**config.mk**
```make
export PLATFORM = sky130hd
export DESIGN_NAME = chain_programmer
export DESIGN_NICKNAME = d
export VERILOG_FILES = /design/src/rtl/chain_programmer_pkg.sv /design/src/rtl/chain_programmer.sv
export SDC_FILE = /design/constraint.sdc
export NUM_CORES = 1
export LEC_CHECK = 0
export BUFFER_PORTS_ARGS = -buffer_cell sky130_fd_sc_hd__buf_2
export CAP_MARGIN = 15
export CORE_ASPECT_RATIO = 1.2
export CORE_MARGIN = 5
export CORE_UTILIZATION = 35
export DETAILED_ROUTE_END_ITERATION = 12
export PLACE_DENSITY = 0.57
export REMOVE_ABC_BUFFERS = 1
export SLEW_MARGIN = 15
export SYNTH_ARGS = -nofsm -noshare
export SYNTH_HDL_FRONTEND = slang
export SYNTH_SLANG_ARGS = --single-unit
```
**constraint.sdc**
```tcl
create_clock -name clk_i -period 5.2 [get_ports clk_i]
set_clock_uncertainty 0.15 [all_clocks]
set_input_delay 0.26 -clock clk_i [delete_from_list [all_inputs] [get_ports clk_i]]
set_output_delay 0.26 -clock clk_i [all_outputs]
set_load 0.01 [all_outputs]
```
**src/rtl/chain_programmer_pkg.sv**
```systemverilog
// Shared types for the configuration-chain programmer.
//   cp_state_t        : programmer FSM states
//   fu_program_data_t : one functional-unit slice of the downstream chain
//   CHAIN_LEN_DEFAULT : bits in a full chain (slice count x slice width)
package chain_programmer_pkg;

   typedef enum logic [1:0] {
      IDLE,
      WAIT_WORD,
      SHIFT,
      DONE
   } cp_state_t;

   // One slice of the programming chain; the far end of the chain holds
   // the first bit shifted in, so field order here is shift order.
   typedef struct packed {
      logic [7:0] opcode;
      logic [7:0] operand_a;
      logic [7:0] operand_b;
      logic [7:0] flags;
   } fu_program_data_t;

   localparam int SLICE_COUNT       = 2;
   localparam int CHAIN_LEN_DEFAULT = SLICE_COUNT * $bits(fu_program_data_t);

endpackage

```
**src/rtl/chain_programmer.sv**
```systemverilog
// Serialises parallel configuration words into a 1-bit programming chain.
// Ports:
//   clk_i, rst_ni            clock, asynchronous active-low reset
//   start_i, abort_i         open / cancel a programming session
//   word_valid_i, word_i     configuration word in (MSB shifted first)
//   word_ready_o             word accepted when valid && ready
//   program_en_o             chain shift enable (registered)
//   program_data_o           serial bit to chain head (registered)
//   busy_o                   session in progress
//   done_o                   one-cycle completion pulse (registered)
//   bits_sent_o              bits shifted in the current / last session
module chain_programmer
   import chain_programmer_pkg::*;
#(
   parameter int WORD_W    = 32,
   parameter int CHAIN_LEN = CHAIN_LEN_DEFAULT
) (
   input  logic              clk_i,
   input  logic              rst_ni,
   input  logic              start_i,
   input  logic              abort_i,
   input  logic              word_valid_i,
   input  logic [WORD_W-1:0] word_i,
   output logic              word_ready_o,
   output logic              program_en_o,
   output logic              program_data_o,
   output logic              busy_o,
   output logic              done_o,
   output logic [15:0]       bits_sent_o
);

   localparam int                CNT_W    = $clog2(WORD_W + 1);
   localparam logic [CNT_W-1:0]  LAST_BIT = CNT_W'(WORD_W);
   localparam logic [15:0]       LEN16    = 16'(CHAIN_LEN);

   cp_state_t         state_reg, state_next;
   logic [WORD_W-1:0] shift_reg, shift_next;
   logic [CNT_W-1:0]  bit_cnt_reg, bit_cnt_next;   // bits of current word on the wire so far
   logic [15:0]       bits_sent_reg, bits_sent_next;
   logic              en_reg, en_next;
   logic              data_reg, data_next;
   logic              done_reg, done_next;

   logic last_bit;
   logic chain_full;
   logic word_ready;
   logic take_word;

   // The bit currently on program_data_o is already counted in
   // bits_sent_reg, so "chain_full" means the last chain bit is on the wire.
   assign last_bit   = (bit_cnt_reg == LAST_BIT);
   assign chain_full = (bits_sent_reg == LEN16);
   assign word_ready = (state_reg == WAIT_WORD) ||
                       ((state_reg == SHIFT) && last_bit && !chain_full);
   assign take_word  = word_ready && word_valid_i;

   always_comb begin
      state_next     = state_reg;
      shift_next     = shift_reg;
      bit_cnt_next   = bit_cnt_reg;
      bits_sent_next = bits_sent_reg;
      en_next        = 1'b0;
      data_next      = 1'b0;
      done_next      = 1'b0;

      if (abort_i) begin
         state_next = IDLE;
      end else begin
         unique case (state_reg)
            IDLE: begin
               if (start_i) begin
                  state_next     = WAIT_WORD;
                  bits_sent_next = 16'd0;
               end
            end
            WAIT_WORD, SHIFT: begin
               if ((state_reg == SHIFT) && chain_full) begin
                  // Any unsent bits of the final word are simply dropped.
                  state_next = DONE;
                  done_next  = 1'b1;
               end else if (take_word) begin
                  // MSB goes straight to the output register so it appears
                  // the cycle after acceptance, with no enable gap.
                  state_next     = SHIFT;
                  en_next        = 1'b1;
                  data_next      = word_i[WORD_W-1];
                  shift_next     = word_i << 1;
                  bit_cnt_next   = CNT_W'(1);
                  bits_sent_next = bits_sent_reg + 16'd1;
               end else if (state_reg == SHIFT && last_bit) begin
                  state_next = WAIT_WORD;
               end else if (state_reg == SHIFT) begin
                  en_next        = 1'b1;
                  data_next      = shift_reg[WORD_W-1];
                  shift_next     = shift_reg << 1;
                  bit_cnt_next   = bit_cnt_reg + CNT_W'(1);
                  bits_sent_next = bits_sent_reg + 16'd1;
               end
            end
            DONE: begin
               state_next = IDLE;
            end
            default: begin
               state_next = IDLE;
            end
         endcase
      end
   end

   always_ff @(posedge clk_i or negedge rst_ni) begin
      if (!rst_ni) begin
         state_reg     <= IDLE;
         shift_reg     <= '0;
         bit_cnt_reg   <= '0;
         bits_sent_reg <= '0;
         en_reg        <= 1'b0;
         data_reg      <= 1'b0;
         done_reg      <= 1'b0;
      end else begin
         state_reg     <= state_next;
         shift_reg     <= shift_next;
         bit_cnt_reg   <= bit_cnt_next;
         bits_sent_reg <= bits_sent_next;
         en_reg        <= en_next;
         data_reg      <= data_next;
         done_reg      <= done_next;
      end
   end

   assign word_ready_o   = word_ready;
   assign program_en_o   = en_reg;
   assign program_data_o = data_reg;
   assign busy_o         = (state_reg == WAIT_WORD) || (state_reg == SHIFT);
   assign done_o         = done_reg;
   assign bits_sent_o    = bits_sent_reg;

endmodule

```
== Yosys cells after proc, flatten, opt, wreduce, memory -nomap -nowiden ==
Cells that the tools add are included.
Cells by class
  multiplexer cells: 33
  $add $sub $neg: 2
  reductions and logical operators: 14
  bitwise gates (word level): 2
  equality and inequality tests: 12
Operators by type and width (count)
  2-to-1 mux 32 bit: 3
  2-to-1 mux 16 bit: 5
  one-hot mux 16 bit (2 select lines): 1
  2-to-1 mux 6 bit: 3
  adder 16 x 1 -> 16 bit, second input constant: 1
  equality test 16 x 7 -> 1 bit, second input constant: 1
  2-to-1 mux 1 bit: 15
  2-to-1 mux 2 bit: 5
  != test 3 bit, second input constant: 3
  adder 6 x 1 -> 6 bit, second input constant: 1
  equality test 6 bit, second input constant: 1
  != test 2 bit, second input constant: 3
  one-hot mux 2 bit (3 select lines): 1
  AND reduction 6 bit: 1
  != test 5 bit, second input constant: 1
  AND reduction 5 bit: 1
  equality test 2 bit, second input constant: 2
  logical AND 1 bit: 4
  nonzero test 2 bit: 2
  equality test 2 x 1 -> 1 bit, second input constant: 1
  logical NOT 2 bit: 1
  logical OR 1 bit: 2
  inverter 1 bit: 2
  AND reduction 2 bit: 1
  2 further kinds: 2
Storage, ports and cells
  word-level logic and storage cells: 70
  flip-flop bits (word level): 59
  output and inout port bits: 21
  input port bits: 37

== Logic depth before layout (Yosys ltp) ==
Gate-level depths: netlist (run 1).
  depth after elaboration: 9
  depth in mapped cells: 10
  depth with buffers taken out: 7

== Least setup slack after synthesis (run 1) ==
Ideal clock, no wire load.
  path kind: reg-to-reg
  from: register state_reg[0]
  to: register bits_sent_reg[14], in the netlist bits_sent_o[14]
  slack: 2.822 ns
  data required time: 4.924 ns
  data arrival time: 2.102 ns
  setup time: 0.126 ns
  clock period less this slack: 2.378 ns
  path buffers: 1
  cell stages (with the launch flop): 9
  path through: dfrtp_1 inv_1 ha_1 clkbuf_2 nand2b_1 or4_1 o21ai_2 nor2b_1 a221o_1
Between the ends
  word-level cells in the longest chain between the ends: 8
  elaborated cells on any way between the ends: 18
  classes of those cells: eq/ne (6); mux (3); reduce/logical (9)
Ends and longest elaborated chain
  from (decl): line chain_programmer.sv:36  | cp_state_t state_reg, state_next;
  from (signal assigned): line chain_programmer.sv:120  | state_reg <= state_next;
  equality test 2 bit
  logical AND 1 bit: line chain_programmer.sv:54, chain_programmer.sv:90
  logical AND 1 bit: line chain_programmer.sv:54  | ((state_reg == SHIFT) && last_bit && !chain_full);
  logical OR 1 bit: line chain_programmer.sv:53  | assign word_ready = (state_reg == WAIT_WORD) ||
  logical AND 1 bit: line chain_programmer.sv:55  | assign take_word = word_ready && word_valid_i;
  2-to-1 mux 16 bit: line chain_programmer.sv:81  | end else if (take_word) begin
  2-to-1 mux 16 bit: line chain_programmer.sv:77  | if ((state_reg == SHIFT) && chain_full) begin
  one-hot mux 16 bit (2 select lines): line chain_programmer.sv:69  | unique case (state_reg)
  to (signal assigned): line chain_programmer.sv:123  | bits_sent_reg <= bits_sent_next;
  to (decl): line chain_programmer.sv:39  | logic [15:0] bits_sent_reg, bits_sent_next;
Several ways; a longest one is shown, not always the timed one. The select of a mux whose other input is x is not followed.
A chain may end at the register's enable or synchronous reset.

== Final worst setup path (run 1) ==
Same ends and word-level chain as after synthesis.

==> results of run 1 <==
==> worst max-delay path by stage <==
stage                 endpoint  slack [ns]  cells past startpoint
2_1_floorplan   bit_cnt_reg[2]        1.45                      6
3_3_place_gp   bits_sent_o[15]        2.63                      7
3_5_place_dp   bits_sent_o[14]        2.54                      7
4_1_cts        bits_sent_o[14]        2.52                      7
5_1_grt         bit_cnt_reg[2]        2.32                      8
6_report       bits_sent_o[14]        2.53                      7
==> Yosys cell counts (all sizes together) (2+ instances only) <==
cell      n
inv      11
o22ai     2
nand3    13
nand2b    5
a31oi    34
a21oi     5
mux2i    11
a221o     2
o21ai     9
nor2     39
dfrtp    58
o211ai    4
ha        8
nor4b     3
nor4      4
clkbuf    6
and3      5
o31ai     3
nand2    80
nor3      8
buf      16
o2111ai   3
and4      6
nand4     7
nor2b     2
==> through the flow <==
stage	cell area, um^2	instances
4_1_cts	3810	536
5_1_grt	3810	536
2_1_floorplan	3060	337
6_report	3810	536
3_5_place_dp	3540	518
3_3_place_gp	3540	518
==> power groups by stage <==
stage / combinational [mW] / clock (mW) / sequential [mW]
finish: 0.432 / 0.520 / 0.683
floorplan: 0.321 / 0 / 0.673
global route: 0.506 / 0.562 / 0.706
detailed placement: 0.442 / 0 / 0.687
CTS: 0.442 / 0.535 / 0.682
global placement: 0.429 / 0 / 0.686
==> routing by layer <==
| layer | GRT usage (%) | vias up |
|---|---|---|
| li1 | - | 1387 |
| met1 | 18.4 | 1299 |
| met2 | 22.8 | 80 |
| met3 | 3.28 | 11 |
| met4 | 5.26 | 0 |
| met5 | 0 | - |
==> area by class of cell <==
cell class,instances,area [um^2],area share [%]
timing repair buffer,63,335,8.81
tap,120,150,3.94
inverter,11,41.3,1.08
sequential,58,1450,38.1
clock inverter,7,125,3.29
clock buffer,9,124,3.25
multi-input combinational,268,1580,41.5
==> cell families after synthesis <==
logic type	after synthesis	share of synthesized area (%)
adder cells (fa/ha/maj)	8	3.09
flip-flops	58	44.9
AO/OA/AOI/OAI	72	16.1
multiplexers	11	3.40
AND/OR/NAND/NOR	177	26.0
buffers and inverters	33	6.61
==> worst max-delay path: stages (launching register included) <==
cell	delay (ns)
dfrtp_1	0.40
inv_1	0.08
ha_1	0.44
nand2b_1	0.21
or4_1	0.56
o21ai_2	0.24
nor2b_1	0.13
a221o_1	0.36
==> reports/results.ini, run 1 <==
[floorplanning]
start_util_pct = 35.8
num_rows = 38
fp.dieH_um = 115
dieArea_um2 = 11300
die_x_um = 97.8
core_um2 = 9030
io_pins = 58

[pwr]
power.share.switching_pct = 32.9
p_seq_share_pct = 41.8
clkPwrFrac_pct = 31.8
leakage_nw = 1.77
p_comb_share_pct = 26.5
intPower_mw = 1.10
p_total_mw = 1.63
ir_worst_vdd_mv = 0.203
switching_power_uw = 538
cellPowerDensity_nw_per_um2 = 429

[critical_path]
reg2regPathDepth = 7
startpoint = state_reg[0]
reg2reg_to = bits_sent_o[14]
worstPathRequired_ns = 5.27
cp_max_fo = 14
critical_path.endpoint_type = flip-flop
worstSetupPathType = reg2reg
r2r_setup_slack_ns = 2.53
startpoint_type = flip-flop
r2r-start = state_reg[0]
cp_data_arrival_time_ns = 2.74

[clocking]
cts_buffers = 9
clk_path_buf_depth = 2
holdBufCountCts = 2
cts_repair_resize_count = 0
clkLatencyLatePin_ns = 0.34
postCtsSetupRepairBufs = 0
cts_tree = built
ctsHtreeMaxLevel = 3
cts-root-buf = clkbuf_8
cts.sinks = 58
clk_pin_slew_worst_paths_ns = 0.08

[synth]
synthTopCellsByArea = dfrtp_1, nand2_1, a31oi_1, nor2_1, buf_6
synth_area_per_cell_um2 = 9.01
synth-edff-count = 0
postSynthCellCount = 359
synth_seq_cells = 58
synth-seq-area-share_pct = 44.9
synth_top_area_cell = dfrtp_1
synth_cell_types = 49
ys_dominant_reg_cell = dfrtp_1
synth_area_um2 = 3230
async_flop_share_pct = 100
yosys_warnings = 0
synth_top_area_share_pct = 44.9

[sta]
worstMarginPinSlew_ns = 0.748
setup_viol = 0
rsz0062_at_grt = false
period_needed_ns = 2.67
fin_crit_sh_pct = 51.4
holdWs_ns = 0.0205
slew_viol_final = 0
fmax_mhz = 374
worst_slack_ns = 2.53
hold_violations = 0
relSlewSlack_pct = 50.1
finalSetupTns_ns = 0

[drt]
detail-route-antenna-nets = 0
wire_per_inst_um = 14.1
vias_per_cell = 5.18
wl_met3_um = 465
top_layer = met4
first_pass_iters = 4
route.met2.wl_mm = 3.43
drt-met1-wl_mm = 3.53
drt_iter0_drc = 131
drcViolationCount = 0
wl_mm = 7.54
num_vias = 2777

[grt]
track_usage_pct = 14.1
antenna_found_initial = 0
grt_max_degree = 69
grt_pass1_wl_mm = 13.1
grt-ovfl-total = 0
grt_pass1_vias = 2702

[min_path]
hp-class = in2reg
min_delay_worst_endpoint = shift_reg[17]
hold_depth = 3
hp-start = word_i[16]

[placement]
portBuffers = 57
place.gp.congestion = 0.792
preCtsSetupSlack_ns = 2.54
hpwlAfterDp_mm = 5.15

[cells_and_area]
syn_to_final_growth_pct = 17.7
layout-drive-gt1-share_pct = 21.2
most-common-layout-cells = nand2_1, dfrtp_1, buf_2, nor2_1, a31oi_1
nNetsFinal = 456
largest_reg_flops = 31
fillerInstances = 911
layout_commonest_cell = nand2_1
post-route-util_pct = 42.1
antennaDiodeCount = 0

[run]
max-cap-violations = 0

[status]
outcome = complete, no violations

(Power assumes the default switching activity.)
==> run 2: changes to the inputs <==
==> constraint.sdc (replaced) <==
create_clock -name clk_i -period 2.6 [get_ports clk_i]
set_clock_uncertainty 0.15 [all_clocks]
set_input_delay 0.13 -clock clk_i [delete_from_list [all_inputs] [get_ports clk_i]]
set_output_delay 0.13 -clock clk_i [all_outputs]
set_load 0.01 [all_outputs]
==> run 2 against run 1 <==
Effect of this change: fmax rose by 10%; power rose by 100%; design area rose by 12%; via count rose by 5.4%; worst hold slack improved by 0.081 ns; cell count rose by 9.0%; critical endpoint is now bit_cnt_reg[4]; largest power group unchanged; highest routed layer unchanged.
==> reports/results.ini, run 2 (synthesis results as in run 1) <==
[critical_path]
cp_max_fo = 13  ; -1
r2r_setup_slack_ns = 0.17  ; -2.35 ns
cp_data_arrival_time_ns = 2.51  ; -0.23 ns
worstSetupPathType = reg2reg
critical_path.endpoint_type = flip-flop
startpoint_type = flip-flop
worstPathRequired_ns = 2.69  ; -2.58 ns

[grt]
met3_usage_pct = 4.19  ; +0.91 points
top_usage_layer = met2
antenna_found_initial = 0  ; unchanged
grt_util_met1_pct = 18.6  ; +0.20 points
grt_pass1_wl_mm = 13.6  ; +4.2%
track_usage_pct = 14.9  ; +0.79 points
grt-ovfl-total = 0  ; unchanged
grt_max_degree = 33  ; -52%
gr-usage-met2_pct = 25.3  ; +2.5 points
grt_pass1_vias = 2893  ; +7.1%

[drt]
first_pass_iters = 4  ; unchanged
vias_per_cell = 5.01  ; -3.3%
wire_per_inst_um = 13.7  ; -2.8%
detail-route-antenna-nets = 0  ; unchanged
wl_mm = 7.99  ; +5.9%
num_vias = 2926  ; +5.4%
drt_iter0_drc = 159  ; +21%
drcViolationCount = 0  ; unchanged

[clocking]
cts_tree = built
cts_buffers = 9  ; unchanged
clk_path_buf_depth = 2  ; unchanged
clkLatencyLatePin_ns = 0.33  ; about the same
ctsHtreeMaxLevel = 3  ; unchanged
cts.sinks = 58  ; unchanged
cts-root-buf = clkbuf_8
clk_pin_slew_worst_paths_ns = 0.07  ; about the same
postCtsSetupRepairBufs = 0  ; unchanged

[cells_and_area]
post-route-util_pct = 47.0  ; +4.8 points
nNetsFinal = 504  ; +11%
most-common-layout-cells = nand2_1, dfrtp_1, buf_2, nor2_1, a31oi_1
layout_commonest_cell = nand2_1
antennaDiodeCount = 0  ; unchanged
layout-drive-gt1-share_pct = 22.4  ; +1.3 points
syn_to_final_growth_pct = 31.3
largest_reg_flops = 31  ; unchanged

[sta]
slew_viol_final = 0  ; unchanged
hold_violations = 0  ; unchanged
worstMarginPinSlew_ns = 0.724  ; -0.0243 ns
worst_slack_ns = 0.172  ; -2.35 ns
period_needed_ns = 2.43  ; -0.246 ns
setup_viol = 0  ; unchanged
fin_crit_sh_pct = 93.4  ; +42 points
fmax_mhz = 412  ; +10%
relSlewSlack_pct = 51.7  ; +1.6 points
rsz0062_at_grt = false

[placement]
portBuffers = 57  ; unchanged
preCtsSetupSlack_ns = 0.139  ; -2.40 ns
place.gp.congestion = 0.791  ; about the same
hpwlAfterDp_mm = 5.71  ; +11%

[pwr]
p_total_mw = 3.27  ; +100%
cellPowerDensity_nw_per_um2 = 770  ; +79%
leakage_nw = 1.99  ; +12%
ir_worst_vdd_mv = 0.424  ; +110%

[floorplanning]
start_util_pct = 35.8  ; unchanged
num_rows = 38  ; unchanged
core_um2 = 9030  ; unchanged
dieArea_um2 = 11300  ; unchanged
io_pins = 58  ; unchanged
fp.dieH_um = 115  ; unchanged
die_x_um = 97.8  ; unchanged

[status]
outcome = complete, no violations

[min_path]
hp-class = in2reg

[run]
max-cap-violations = 0  ; unchanged

## run 2: changes by cell type in the layout (fill, tap and decap cells not counted)
cell           change
dlygate4sd3_1     +31
buf_4             +16
clkbuf_8           +2
inv_6              -2
buf_12             +1
bufinv_16          -1
clkbuf_1           +1
clkinv_2           +1
clkinv_4           -1
o21ai_2            -1
o21ai_4            +1
## run 2: worst paths after layout
path,startpoint,to,depth (start not counted)
worst max-delay path,bits_sent_o[0],bit_cnt_reg[4],8
worst min-delay path,abort_i,bits_sent_o[10],5
worst max register to register,bits_sent_o[0],bit_cnt_reg[4],8
worst min register to register,shift_reg[1],shift_reg[1],2
max in group asynchronous,rst_ni,shift_reg[27],3
min in group asynchronous,rst_ni,bits_sent_o[13],2
## run 2: worst max-delay path, stage by stage (launching register included)
cell,delay (ns)
dfrtp_1,0.41
inv_1,0.12
ha_1,0.17
nor3b_1,0.17
and4_1,0.50
o31a_1,0.26
buf_4,0.23
nor2_2,0.08
nor3_1,0.24
## run 2: power by group
group	switching [mW]	total [mW]	leakage [nW]	internal, mW
Sequential	0.176	1.37	0.733	1.19
Clock	0.365	0.958	0.117	0.593
Combinational	0.522	0.947	1.14	0.425
## run 2: per-layer routing
layer | vias to the layer above | part of all wire (%) | routed length (um)
met5 | - | 0 | 0
met4 | 0 | 1.1 | 89
li1 | 1477 | - | -
met3 | 9 | 5.2 | 415
met1 | 1372 | 44 | 3550
met2 | 68 | 49 | 3930
## run 2: cell type report
| cell class | count | area (um^2) |
|---|---|---|
| flip-flops and latches | 58 | 1450 |
| fillers | 900 | 4790 |
| multi-input cells | 268 | 1590 |
| inverters | 11 | 41.3 |
| clock inverters | 4 | 73.8 |
| repair buffers | 111 | 786 |
| well taps | 120 | 150 |
| clock buffers | 12 | 155 |
## run 2: repair_timing
item                                   in CTS  in global routing
hold buffers                               33                  0
setup endpoints to repair                   0                  2
endpoints found under the hold margin      62                  0
resized for setup                           0                  1
## run 2: per-stage QoR
stage	cells	hold slack [ns]	TNS, ns	instance area (um^2)
after floorplan	337	-0.316	-36.37	3060
after global placement	535	0.0868	0	3680
after detailed placement	535	0.0869	0	3680
after CTS	584	0.0839	0	4240
after global routing	584	0.121	0	4250
final	584	0.102	0	4250
==> run 3: changes to the inputs <==
--- a/config.mk
+++ b/config.mk
@@ -5,14 +5,16 @@
 export SDC_FILE = /design/constraint.sdc
 export NUM_CORES = 1
 export LEC_CHECK = 0
-export BUFFER_PORTS_ARGS = -buffer_cell sky130_fd_sc_hd__buf_2
+export BUFFER_PORTS_ARGS = -buffer_cell sky130_fd_sc_hd__clkbuf_2
 export CAP_MARGIN = 15
 export CORE_ASPECT_RATIO = 1.2
 export CORE_MARGIN = 5
 export CORE_UTILIZATION = 35
 export DETAILED_ROUTE_END_ITERATION = 12
+export GPL_TIMING_DRIVEN = 0
 export PLACE_DENSITY = 0.57
 export REMOVE_ABC_BUFFERS = 1
+export SETUP_SLACK_MARGIN = 0.3
 export SLEW_MARGIN = 15
 export SYNTH_ARGS = -nofsm -noshare
 export SYNTH_HDL_FRONTEND = slang
==> run 3 against run 2 <==
Effect of this change: sequential share of layout area decreased by 1.1 points; register-to-register slack gained 0.21 ns; clock power fell by 4.2%; sequential power about the same; wire length up 4.7%; power increased by 2.2%; combinational power grew 12%; flip-flop and latch count is the same; utilization increased by 1.6 points; first-iteration DRC count shrank 1.9%; worst hold slack lost 0.035 ns; cell count shrank 0.34%.
==> reports/results.ini, run 3 (synthesis results as in run 1) <==
[status]
outcome = complete, no violations

[min_path]
hp-class = in2reg

[cells_and_area]
syn_to_final_growth_pct = 35.7
largest_reg_flops = 31  ; unchanged
layout_commonest_cell = nand2_1
nNetsFinal = 502  ; -0.40%
antennaDiodeCount = 0  ; unchanged
most-common-layout-cells = nand2_1, dfrtp_1, clkbuf_2, nor2_1, a31oi_1
finalInstanceArea_um2 = 4390  ; +3.4%
finalNonFillerCells = 582  ; -0.34%
layout-drive-gt1-share_pct = 25.1  ; +2.7 points

[critical_path]
startpoint_type = flip-flop
critical_path.endpoint_type = flip-flop
crit_chain = inv_1, ha_4, nand2b_2, or4_4, o21ai_4, nor2b_1, a221o_1
crit_slowest_cell = or4_4
worstSetupPathType = reg2reg
cp_data_arrival_time_ns = 2.29  ; -0.22 ns
worstPathRequired_ns = 2.68  ; about the same
cp_max_fo = 5  ; -8
worst_path_largest_cell_delay_ns = 0.54  ; +0.04 ns

[floorplanning]
fp.dieH_um = 115  ; unchanged
io_pins = 58  ; unchanged
num_rows = 38  ; unchanged
die_x_um = 97.8  ; unchanged
core_um2 = 9030  ; unchanged
dieArea_um2 = 11300  ; unchanged
start_util_pct = 35.8  ; unchanged

[clocking]
clk_pin_slew_worst_paths_ns = 0.07  ; about the same
cts_buffers = 9  ; unchanged
clkLatencyLatePin_ns = 0.34  ; about the same
clk_path_buf_depth = 2  ; unchanged
cts-root-buf = clkbuf_8
cts.sinks = 58  ; unchanged
cts_tree = built
ctsHtreeMaxLevel = 3  ; unchanged

[drt]
vias_per_cell = 5.14  ; +2.6%
wl_mm = 8.37  ; +4.7%
wire_per_inst_um = 14.4  ; +5.1%
num_vias = 2993  ; +2.3%
first_pass_iters = 4  ; unchanged
detail-route-antenna-nets = 0  ; unchanged
drcViolationCount = 0  ; unchanged
drt_iter0_drc = 156  ; -1.9%

[placement]
portBuffers = 57  ; unchanged
hpwlAfterDp_mm = 5.40  ; -5.5%
placed_area_um2 = 3600  ; -2.0%
place.gp.congestion = 0.757  ; -4.3%
placed_cells = 519  ; -3.0%

[grt]
antenna_found_initial = 0  ; unchanged
grt_max_degree = 32  ; -3.0%
grt-ovfl-total = 0  ; unchanged
grt_pass1_wl_mm = 14.1  ; +3.9%
grt_pass1_vias = 2946  ; +1.8%
track_usage_pct = 15.5  ; +0.69 points

[sta]
relSlewSlack_pct = 61.9  ; +10 points
hold_violations = 0  ; unchanged
rsz0062_at_grt = false
setup_viol = 0  ; unchanged
finalSetupTns_ns = 0  ; unchanged
worstMarginPinSlew_ns = 0.566  ; -0.157 ns
fin_crit_sh_pct = 85.2  ; -8.1 points
fmax_mhz = 451  ; +9.5%
period_needed_ns = 2.22  ; -0.212 ns
slew_viol_final = 0  ; unchanged

[pwr]
ir_worst_vdd_mv = 0.420  ; -0.84%
p_total_mw = 3.34  ; +2.2%
leakage_nw = 2.00  ; +0.60%
cellPowerDensity_nw_per_um2 = 761  ; -1.2%

[run]
max-cap-violations = 0  ; unchanged

[run 3: cell types whose count changed in the layout (fill, tap and decap cells not counted), moves of 2 or more]
cell / before / now
buf_4: 20 / 10
clkbuf_2: 0 / 56
ha_2: 0 / 2
clkinvlp_4: 0 / 2
buf_2: 57 / 0
buf_12: 1 / 4
clkbuf_8: 11 / 9
o31a_4: 0 / 2
buf_8: 0 / 3
ha_1: 8 / 5
[run 3: power breakdown]
group	switching [mW]	internal [mW]
registers	0.177	1.19
logic	0.569	0.489
clock network	0.381	0.537
[run 3: layout make-up]
cell class | instances | area [um^2]
clock buffers | 9 | 124
clock inverters | 7 | 93.8
fillers | 877 | 4640
inverters | 11 | 41.3
multi-input cells | 269 | 1680
flip-flops and latches | 58 | 1450
well taps | 120 | 150
repair buffers | 108 | 846
[run 3: repair_timing]
action                                  CTS  global route
hold buffers                             33             0
buffers inserted                         10             3
cloned                                    1             0
endpoints found under the setup margin   54            49
gates resized for setup                  11            10
endpoints found under the hold margin    90             0
pin swaps                                 4             1
[run 3: worst paths after layout]
path / from / end / slack (ns) / cells after the start
worst max register to register: state_reg[1] / bits_sent_o[15] / 0.38 / 7
worst max-delay path: state_reg[1] / bits_sent_o[15] / 0.38 / 7
worst min register to register: shift_reg[1] / shift_reg[1] / 0.36 / 2
max in group asynchronous: rst_ni / bit_cnt_reg[3] / 1.64 / 3
min in group asynchronous: rst_ni / bits_sent_o[14] / 0.14 / 2
worst min-delay path: abort_i / done_o / 0.07 / 3
[run 3: per-stage QoR]
step	hold WS, ns	worst slack, ns	util (%)
3_3_place_gp	0.205	-2.06	38.7
2_1_floorplan	-0.316	-1.15	-
5_1_grt	0.0682	0.297	48.6
4_1_cts	0.0466	0.294	47.9
6_report	0.0671	0.384	48.6
3_5_place_dp	-0.0329	-0.127	39.9
[run 3: worst max-delay path, delay by kind of cell (launching register included)]
family                   cells  cell delay [ns]
adder cells (fa/ha/maj)      1             0.30
AND/OR/NAND/NOR              3             0.75
AO/OA/AOI/OAI                2             0.48
buffers and inverters        1             0.08
flip-flops                   1             0.35
[run 3: per-layer routing]
metal	part of all wire, %	wire length, um	vias to the layer above	GRT usage (%)
met5	0	0	-	0
met4	0.85	71	0	4.43
met3	4.6	381	8	4.07
met2	50	4180	68	27.2
met1	45	3730	1432	19.0
li1	-	-	1485	-
